**src/rtl/i2s_pkg.sv**
```systemverilog
// Shared types and default sizes for the I2S capture controller.
package i2s_pkg;
  localparam int DATA_SIZE_DEF = 24;
  localparam int COUNT_W_DEF   = 16;
  localparam int SKIP_W_DEF    = 8;
  localparam int OVF_CNT_W     = 8;

  typedef enum logic [1:0] {IDLE, SKIP, CAPTURE, DRAIN} cap_state_t;
endpackage

```
**src/rtl/i2s_capture_ctrl_if.sv**
```systemverilog
// Valid/ready sample stream from the capture controller to the downstream sink.
interface i2s_capture_ctrl_if #(parameter int DATA_SIZE = i2s_pkg::DATA_SIZE_DEF);
  logic                 m_valid;
  logic [DATA_SIZE-1:0] m_data;
  logic                 m_ready;

  modport master (output m_valid, output m_data, input m_ready);
  modport slave  (input m_valid, input m_data, output m_ready);
endinterface

```
**src/rtl/i2s_sample_hold.sv**
```systemverilog
// One-entry valid/ready holding register; a load into a stalled entry is reported as a drop.
module i2s_sample_hold
  import i2s_pkg::*;
#(
  parameter int DATA_SIZE = DATA_SIZE_DEF
) (
  input  logic                 clk,
  input  logic                 rst,
  input  logic                 clear,
  input  logic                 load,
  input  logic [DATA_SIZE-1:0] load_data,
  output logic                 accept,
  output logic                 drop,
  i2s_capture_ctrl_if.master   m
);

  logic hshk;

  assign hshk   = m.m_valid & m.m_ready;
  // a handshake in the same cycle frees the entry for the incoming sample
  assign accept = load & (~m.m_valid | m.m_ready);
  assign drop   = load & m.m_valid & ~m.m_ready;

  always_ff @(posedge clk or posedge rst) begin
    if (rst) begin
      m.m_valid <= 1'b0;
      m.m_data  <= '0;
    end else if (clear) begin
      m.m_valid <= 1'b0;
    end else if (accept) begin
      m.m_valid <= 1'b1;
      m.m_data  <= load_data;
    end else if (hshk) begin
      m.m_valid <= 1'b0;
    end
  end

endmodule

```
**src/rtl/i2s_capture_ctrl.sv**
```systemverilog
// Capture session sequencer for one I2S receiver: reset hold, warm-up skip, counted capture, drain.
// Optional saturating drop counter output ovf_count when I2S_CAPTURE_OVF_CNT_EN is defined.
module i2s_capture_ctrl
  import i2s_pkg::*;
#(
  parameter int DATA_SIZE = DATA_SIZE_DEF,
  parameter int COUNT_W   = COUNT_W_DEF,
  parameter int SKIP_W    = SKIP_W_DEF
) (
  input  logic                 clk,
  input  logic                 rst,
  input  logic                 start,
  input  logic                 abort,
  input  logic [COUNT_W-1:0]   cfg_count,
  input  logic [SKIP_W-1:0]    cfg_skip,
  output logic                 rx_rst_n,
  input  logic                 rx_ready,
  input  logic [DATA_SIZE-1:0] rx_data,
  i2s_capture_ctrl_if.master   m,
  output logic                 busy,
  output logic                 done,
  output logic                 overflow,
  output logic [COUNT_W-1:0]   sample_idx
`ifdef I2S_CAPTURE_OVF_CNT_EN
  ,
  output logic [OVF_CNT_W-1:0] ovf_count
`endif
);

  cap_state_t         state;
  logic               rx_ready_q;
  logic [SKIP_W-1:0]  skip_cnt;
  logic [COUNT_W-1:0] count_lat;
  logic               sample_evt;
  logic               abort_act;
  logic               start_sess;
  logic               load;
  logic               accept;
  logic               drop;

  assign sample_evt = rx_ready & ~rx_ready_q;
  assign abort_act  = abort & (state != IDLE);
  assign start_sess = start & ~abort & (state == IDLE);
  assign load       = sample_evt & (state == CAPTURE) & ~abort;

  i2s_sample_hold #(.DATA_SIZE(DATA_SIZE)) u_hold (
    .clk       (clk),
    .rst       (rst),
    .clear     (abort_act),
    .load      (load),
    .load_data (rx_data),
    .accept    (accept),
    .drop      (drop),
    .m         (m)
  );

  always_ff @(posedge clk or posedge rst) begin
    if (rst) begin
      state      <= IDLE;
      rx_rst_n   <= 1'b0;
      rx_ready_q <= 1'b0;
      busy       <= 1'b0;
      done       <= 1'b0;
      overflow   <= 1'b0;
      sample_idx <= '0;
      skip_cnt   <= '0;
      count_lat  <= '0;
    end else begin
      // edge detector is held clear while the receiver is in reset
      rx_ready_q <= rx_rst_n & rx_ready;
      done       <= 1'b0;
      if (accept) sample_idx <= sample_idx + COUNT_W'(1);
      if (drop)   overflow   <= 1'b1;
      if (abort_act) begin
        state    <= IDLE;
        rx_rst_n <= 1'b0;
        busy     <= 1'b0;
      end else begin
        case (state)
          IDLE: begin
            if (start_sess) begin
              count_lat  <= cfg_count;
              skip_cnt   <= cfg_skip;
              overflow   <= 1'b0;
              sample_idx <= '0;
              rx_rst_n   <= 1'b1;
              busy       <= 1'b1;
              state      <= (cfg_skip == '0) ? CAPTURE : SKIP;
            end
          end
          SKIP: begin
            if (sample_evt) begin
              skip_cnt <= skip_cnt - SKIP_W'(1);
              if (skip_cnt == SKIP_W'(1)) state <= CAPTURE;
            end
          end
          CAPTURE: begin
            if (accept && (count_lat != '0) && (sample_idx + COUNT_W'(1) == count_lat)) begin
              rx_rst_n <= 1'b0;
              state    <= DRAIN;
            end
          end
          DRAIN: begin
            if (!m.m_valid || m.m_ready) begin
              done  <= 1'b1;
              busy  <= 1'b0;
              state <= IDLE;
            end
          end
          default: state <= IDLE;
        endcase
      end
    end
  end

`ifdef I2S_CAPTURE_OVF_CNT_EN
  always_ff @(posedge clk or posedge rst) begin
    if (rst) begin
      ovf_count <= '0;
    end else if (start_sess) begin
      ovf_count <= '0;
    end else if (drop && (ovf_count != {OVF_CNT_W{1'b1}})) begin
      ovf_count <= ovf_count + OVF_CNT_W'(1);
    end
  end
`endif

endmodule

```
**src/flat_wrapper.sv**
```systemverilog
// flat-port wrapper written by rule: the top's interface ports become plain ports
module i2s_capture_ctrl_flat import i2s_pkg::*;
#(
  parameter int DATA_SIZE = DATA_SIZE_DEF,
  parameter int COUNT_W   = COUNT_W_DEF,
  parameter int SKIP_W    = SKIP_W_DEF
)
  (clk, rst, start, abort, cfg_count, cfg_skip, rx_rst_n, rx_ready, rx_data, busy, done, overflow, sample_idx, m_m_valid, m_m_data, m_m_ready);
  i2s_capture_ctrl_if #(.DATA_SIZE(DATA_SIZE)) m_i ();
  input  logic clk;
  input  logic rst;
  input  logic start;
  input  logic abort;
  input  logic [COUNT_W-1:0] cfg_count;
  input  logic [SKIP_W-1:0] cfg_skip;
  output logic rx_rst_n;
  input  logic rx_ready;
  input  logic [DATA_SIZE-1:0] rx_data;
  output logic busy;
  output logic done;
  output logic overflow;
  output logic [COUNT_W-1:0] sample_idx;
  output wire logic [$bits(m_i.m_valid)-1:0] m_m_valid;
  output wire logic [$bits(m_i.m_data)-1:0] m_m_data;
  input wire logic [$bits(m_i.m_ready)-1:0] m_m_ready;
  assign m_m_valid = m_i.m_valid;
  assign m_m_data = m_i.m_data;
  assign m_i.m_ready = m_m_ready;
  i2s_capture_ctrl #(.DATA_SIZE(DATA_SIZE), .COUNT_W(COUNT_W), .SKIP_W(SKIP_W)) u_core (.clk(clk), .rst(rst), .start(start), .abort(abort), .cfg_count(cfg_count), .cfg_skip(cfg_skip), .rx_rst_n(rx_rst_n), .rx_ready(rx_ready), .rx_data(rx_data), .m(m_i), .busy(busy), .done(done), .overflow(overflow), .sample_idx(sample_idx));
endmodule
```
**config.mk**
```make
export PLATFORM = sky130hd
export DESIGN_NAME = i2s_capture_ctrl_flat
export DESIGN_NICKNAME = d
export VERILOG_FILES = /design/src/rtl/i2s_pkg.sv /design/src/rtl/i2s_capture_ctrl_if.sv /design/src/rtl/i2s_sample_hold.sv /design/src/rtl/i2s_capture_ctrl.sv /design/src/flat_wrapper.sv
export SDC_FILE = /design/constraint.sdc
export NUM_CORES = 1
export LEC_CHECK = 0
export ABC_AREA = 1
export CAP_MARGIN = 25
export CORE_MARGIN = 5
export CORE_UTILIZATION = 60
export CTS_BUF_LIST = sky130_fd_sc_hd__clkbuf_16
export CTS_CLUSTER_SIZE = 24
export DETAILED_ROUTE_END_ITERATION = 7
export DONT_BUFFER_PORTS = 1
export HOLD_SLACK_MARGIN = 0.06
export PLACE_DENSITY_LB_ADDON = 0.15
export SETUP_SLACK_MARGIN = 0.3
export SYNTH_ARGS = -nofsm -noshare
export SYNTH_HDL_FRONTEND = slang
export SYNTH_SLANG_ARGS = --single-unit
```
**constraint.sdc**
```tcl
create_clock -name clk -period 3.33 [get_ports clk]
set_input_delay 0.333 -clock clk [delete_from_list [all_inputs] [get_ports clk]]
set_output_delay 0.333 -clock clk [all_outputs]
set_load 0.02 [all_outputs]
```
# ---- Word-level counts from Yosys, hierarchy flattened
# Cells that the tools add are included.
dict set report op_classes {
  mux 32
  n_mul 0
  n_reduce_logical 18
  n_eq_ne 12
  n_lt_le_gt_ge 0
  div_mod_pow 0
  n_shift 0
  n_addsub 2
  bitwise 17
}
# operator count
set ops {}
lappend ops {{$mux W16} 4}
lappend ops {{$add A16 B1 Y16 const B} 1}
lappend ops {{$eq A16 B16 Y1} 1}
lappend ops {{$mux W8} 2}
lappend ops {{$pmux W8 S2} 1}
lappend ops {{$reduce_bool A16 Y1} 1}
lappend ops {{$mux W1} 15}
lappend ops {{$mux W2} 7}
lappend ops {{$ne A3 B1 Y1 const B} 4}
lappend ops {{$and A1 B1 Y1} 11}
lappend ops {{$reduce_and A3 Y1} 3}
lappend ops {{$reduce_bool A3 Y1} 3}
lappend ops {{$eq A8 B1 Y1 const B} 1}
lappend ops {{$logic_not A8 Y1} 1}
lappend ops {{$pmux W2 S4} 1}
lappend ops {{$sub A8 B1 Y8 const B} 1}
lappend ops {{$not A1 Y1} 5}
lappend ops {{$reduce_and A5 Y1} 1}
lappend ops {{$eq A2 B2 Y1 const B} 2}
lappend ops {{$ne A2 B1 Y1 const B} 2}
lappend ops {{$pmux W1 S2} 2}
lappend ops {{$reduce_and A4 Y1} 1}
lappend ops {{$reduce_bool A2 Y1} 2}
lappend ops {{$ne A3 B2 Y1 const B} 1}
lappend ops {{other kinds (7)} 8}
dict set report totals {
  mem_bits_rw 0
  romBits 0
  wordCells 92
  ff_bits 72
  latch_bits 0
  n_memories 0
  inputBits 54
  out_inout_bits 45
}

# ---- Logic depth before layout (Yosys ltp)
dict set report depth {
  depth_word 10
  mapped_depth 16
  ltp_nobuf 16
}

# ---- Cells and area by module
# Synthesis repeated with hierarchy kept, for this count alone.
dict set report hier_totals {
  cells_unflattened 560
  area_unflattened_um2 4115.2
}
# module n_inst area_per_inst_um2 cells_per_inst seq_area_each_um2
set modules_own_cells {}
lappend modules_own_cells {i2s_capture_ctrl 1 3026.7 445 1176.1}
lappend modules_own_cells {i2s_sample_hold 1 1088.5 115 625.6}

# ---- Worst setup path after synthesis
# OpenSTA, ideal clock, no wires.
dict set report synth_path {
  path_type {flip-flop to flip-flop}
  startpoint {reg u_core.sample_idx[0]}
  endpoint {reg u_core.state[0]}
  path_stages_with_launch 17
  required_ns 3.213
  path_slack_ns 1.390
  t_arrival_ns 1.823
  synth_period_minus_slack_ns 1.940
  path_cell_list {dfrtp_1 -> ha_1 -> nand2_1 -> nor2_2 -> nand2_1 -> nand2_1 -> nand2_1 -> nand2_1 -> nand2_1 -> nor2_1 -> nand3_1 -> nor2_1 -> nand2_1 -> nand2_2 -> nand2_2 -> nand2_1 -> nand2_1}
}
dict set report synth_via {
  elab_chain_len 5
}
# element line
set synth_lines {}
lappend synth_lines {{start: declaration} i2s_capture_ctrl.sv:23} ;# output logic [COUNT_W-1:0] sample_idx
lappend synth_lines {{start signal: assignment} i2s_capture_ctrl.sv:72} ;# if (accept) sample_idx <= sample_idx + COUNT_W'(1);
lappend synth_lines {{$add A16 B1 Y16} i2s_capture_ctrl.sv:98} ;# if (accept && (count_lat != '0) && (sample_idx + COUNT_W'(1) == count_lat)) begin
lappend synth_lines {{$eq A16 B16 Y1} i2s_capture_ctrl.sv:98}
lappend synth_lines {{$logic_and A1 B1 Y1} i2s_capture_ctrl.sv:98}
lappend synth_lines {{$ne A3 B2 Y1 (no source line)} --}
lappend synth_lines {{$reduce_and A5 Y1 (no source line)} --}
lappend synth_lines {{end signal: assignment} i2s_capture_ctrl.sv:88} ;# state <= (cfg_skip == '0) ? CAPTURE : SKIP;
lappend synth_lines {{end: declaration} i2s_capture_ctrl.sv:30} ;# cap_state_t state;
# No other way between the ends.
# A chain may end at the register's enable or synchronous reset.

# ---- Worst setup path in the final report
dict set report layout_path {
  startpoint {reg u_core.state[1]}
  endpoint {reg u_core.skip_cnt[6]}
}
dict set report layout_via {
  elab_chain_len 4
}
# element line
set layout_lines {}
lappend layout_lines {{$logic_not A2 Y1 or $reduce_bool A2 Y1 (tied branches)} {i2s_capture_ctrl.sv:43, i2s_capture_ctrl.sv:79, i2s_capture_ctrl.sv:42}}
lappend layout_lines {{$and A1 B1 Y1, on equally long branches} {i2s_capture_ctrl.sv:43, i2s_capture_ctrl.sv:42}}
lappend layout_lines {{$ne A2 B1 Y1 (no source line) or $not A1 Y1 (tied branches)} --}
lappend layout_lines {{$reduce_and A4 Y1 (no source line)} --}
lappend layout_lines {{end signal: assignment} i2s_capture_ctrl.sv:83} ;# skip_cnt <= cfg_skip;
lappend layout_lines {{end signal: assignment} i2s_capture_ctrl.sv:93} ;# skip_cnt <= skip_cnt - SKIP_W'(1);
lappend layout_lines {{end: declaration} i2s_capture_ctrl.sv:32} ;# logic [SKIP_W-1:0] skip_cnt;
# Parallel ways exist; a longest one is shown, timed or not.

==> reports/results.tsv <==
stage	metric	value	unit
run_status	status	complete, no violations	
critical_path	cp-start-kind	register	
sta	finalSetupTns	0	ns
critical_path	worstSetupEndpointType	register	
synth	postSynthAreaPerCell	7.41	µm²
sta	fin_worst_skew	0.00522	ns
sta	relSlewSlack	41.1	%
clock_tree	cts-resized-gates	0	
layout	fin_nets	590	
global_route	grtUsageTotal	23.3	%
detailed_routing	routed_via_density	5.55	
critical_path	cp_max_fo	13	
clock_tree	numCtsBuffers	9	
place	hpwl	6740	µm
pwr	irDropWorstVdd	0.586	mV
synth	synthCells	526	
hold_path	min-delay-start	rx_ready	
synth	synthesis.area	0.00390	mm²
sta	hold_viol	0	
synth	seq_area_frac_synth	46.2	%
clock_tree	cts.sink_count	72	
clock_tree	cts_hold_buf	0	
layout	fin_cells	610	
place	gp_congestion	0.957	
die	initial_core_util	61.4	%
detailed_routing	drc_errors	0	
sta	max_freq	397	MHz
critical_path	crit_path_frequent_cell	o21ai_0	
critical_path	cp.required	3.53	ns
die	dieArea	0.00821	mm²
critical_path	crit_chain	inv_1 -> ha_1 -> clkinv_1 -> o31ai_1 -> o21ai_0 -> inv_1 -> o21ai_0 -> nand2_1 -> o21ai_0	
sta	rsz0062_at_grt	false	
detailed_routing	finalWirelength	9330	µm
clock_tree	cts_setup_buffers	0	
global_route	grt_max_degree	73	
detailed_routing	vias	3384	
clock_tree	cts_buffer_depth	2	
detailed_routing	drt-initial-drc-count	199	
synth	synth_edf_count	0	
die	die_x	90.6	µm
layout	antenna_cells	0	
critical_path	startpoint	u_core.state[1]	
synth	synth_ff_type	dfrtp_1	
die	io_pins	99	
clock_tree	cts_tree	built	
clock_tree	cts_htree_levels	3	
die	fp-row-count	29	
critical_path	r2r_slack	0.81	ns
critical_path	cpPeakStageDelay	0.45	ns
hold_path	hold_path.class	input port to register	
critical_path	worst-setup-path-type	register to register	
synth	ys.warnings.count	0	
place	port_buffers	0	
job	max-cap-violations	0	
synth	ys_ff_latch	72	
sta	setup_viol	0	
die	dieHeight	90.6	µm
pwr	power-per-cell-area	962	mW/mm²
global_route	grt_pass1_wl	15500	µm
sta	slew_viol_final	0	
layout	drive_above_1_share	7.13	%
synth	synth_nets	588	
clock_tree	ctsRootBufferMaster	clkbuf_16	
detailed_routing	dr.pass1.iters	5	
sta	finalCritPeriodShare	75.7	%
synth	async_reset_ff_share	100	%
pwr	power.leakage	2.21	nW
clock_tree	path_clk_slew	0.07	ns
place	placedCellCount	594	
sta	min_period	2.52	ns
global_route	antenna_found_initial	0	
critical_path	cp_slowest_cell	ha_1	
global_route	gr-total-overflow	0	
synth	yosysUniqueCellTypes	31	
die	core	0.00635	mm²
sta	worstMarginPinSlew	0.883	ns
critical_path	rr_startpoint	u_core.state[1]	
critical_path	cp.arrival	2.72	ns
global_route	grt_pass1_vias	3281	
detailed_routing	ant_nets	0	
layout	syn_to_final_growth	9.40	%
detailed_routing	avgRoutedWirePerCell	15.3	µm
clock_tree	clk_latency	0.34	ns
-- synth_stat cells (2+ instances only) --
library cell,number,area (µm²)
nand2_1,166,623
a21oi_1,31,155
nor3_1,4,20.0
nand3_1,35,175
nor2_2,4,25.0
nor4_1,5,31.3
ha_1,8,100
nand4_1,16,100
dfrtp_1,72,1800
a31oi_1,4,25.0
inv_1,61,229
nor2_1,47,176
buf_2,2,10.0
nand3_2,2,20.0
o211ai_1,5,37.5
clkbuf_1,11,41.3
xnor2_1,2,17.5
nand2_2,3,18.8
nand2_4,2,22.5
o21ai_0,35,175
-- worst max-delay path, delay by kind of cell (launching register included) --
kind / cells / cell delay, ns
buffers and inverters: 3 / 0.75
adders and majority gates: 1 / 0.45
and+or+nand+nor: 1 / 0.08
DFF: 1 / 0.41
AOI/OAI and AO/OA: 4 / 0.69
-- final timing paths --
check / cells past startpoint / to
max: 9 / u_core.skip_cnt[6]
min: 2 / u_core.rx_ready_q
max reg2reg: 9 / u_core.skip_cnt[6]
min reg2reg: 2 / u_core.skip_cnt[7]
max in group asynchronous: 2 / u_core.sample_idx[15]
min in group asynchronous: 2 / u_core.skip_cnt[5]
-- layout by cell type (no fill, tap or decap), drive strengths merged, types with 6 or more instances in the layout --
cell type	n
a21oi	31
buf	6
clkbuf	9
dfrtp	72
ha	8
inv	65
nand2	171
nand3	37
nand4	16
nor2	53
o21ai	36
-- per-layer routing --
| metal | GRT usage (%) | share of wire [%] | vias up |
|---|---|---|---|
| met3 | 6.92 | 8.0 | 14 |
| met4 | 8.93 | 1.6 | 0 |
| met2 | 34.8 | 47 | 112 |
| met5 | 0 | 0 | - |
| li1 | - | - | 1713 |
| met1 | 31.7 | 44 | 1545 |
-- flip-flops by register name (all words and copies together) (netlist names), 2 cells and up --
| register | cells |
|---|---|
| u_core.sample_idx | 16 |
| u_core.skip_cnt | 8 |
| u_core.u_hold.m.m_data | 24 |
| u_core.count_lat | 16 |
| u_core.state | 2 |
-- where the power goes --
part | internal [W] | switching (W)
logic | 0.000456 | 0.000768
clock network | 0.000520 | 0.000410
registers | 0.00126 | 0.000690
total | 0.00224 | 0.00187
-- cell type report --
cell class / instances / area (µm²)
Tap cell: 77 / 96.3
Clock buffer: 9 / 225
Clock inverter: 7 / 62.6
Multi-Input combinational cell: 377 / 1800
Sequential cell: 72 / 1800
Fill cell: 522 / 2080
Timing Repair Buffer: 6 / 45.0
Inverter: 62 / 233
-- logic make-up after synthesis --
kind of cell,count (synthesis),share of synthesized area [%]
compound gates,80,11.1
xor+xnor,3,0.674
fa+ha+maj,8,2.57
buf+inv,77,7.57
flops,72,46.2
simple gates,286,31.9
-- per-stage QoR --
| stage | setup WS (ns) | hold slack, ns | cell area [µm²] | power, W | util, % |
|---|---|---|---|---|---|
| 6_report | 0.811 | 0.0973 | 4270 | 0.00411 | 67.2 |
| 5_1_grt | 0.530 | 0.0980 | 4270 | 0.00442 | 67.2 |
| 4_1_cts | 0.832 | 0.0967 | 4270 | 0.00413 | 67.2 |
| 3_5_place_dp | 0.862 | 0.441 | 3980 | 0.00319 | 62.7 |
| 3_3_place_gp | 0.973 | 0.437 | 3980 | 0.00315 | 62.7 |
| 2_1_floorplan | 1.17 | 0.433 | 3900 | 0.00285 | - |
Note: power is estimated with default switching activity, not from simulation.
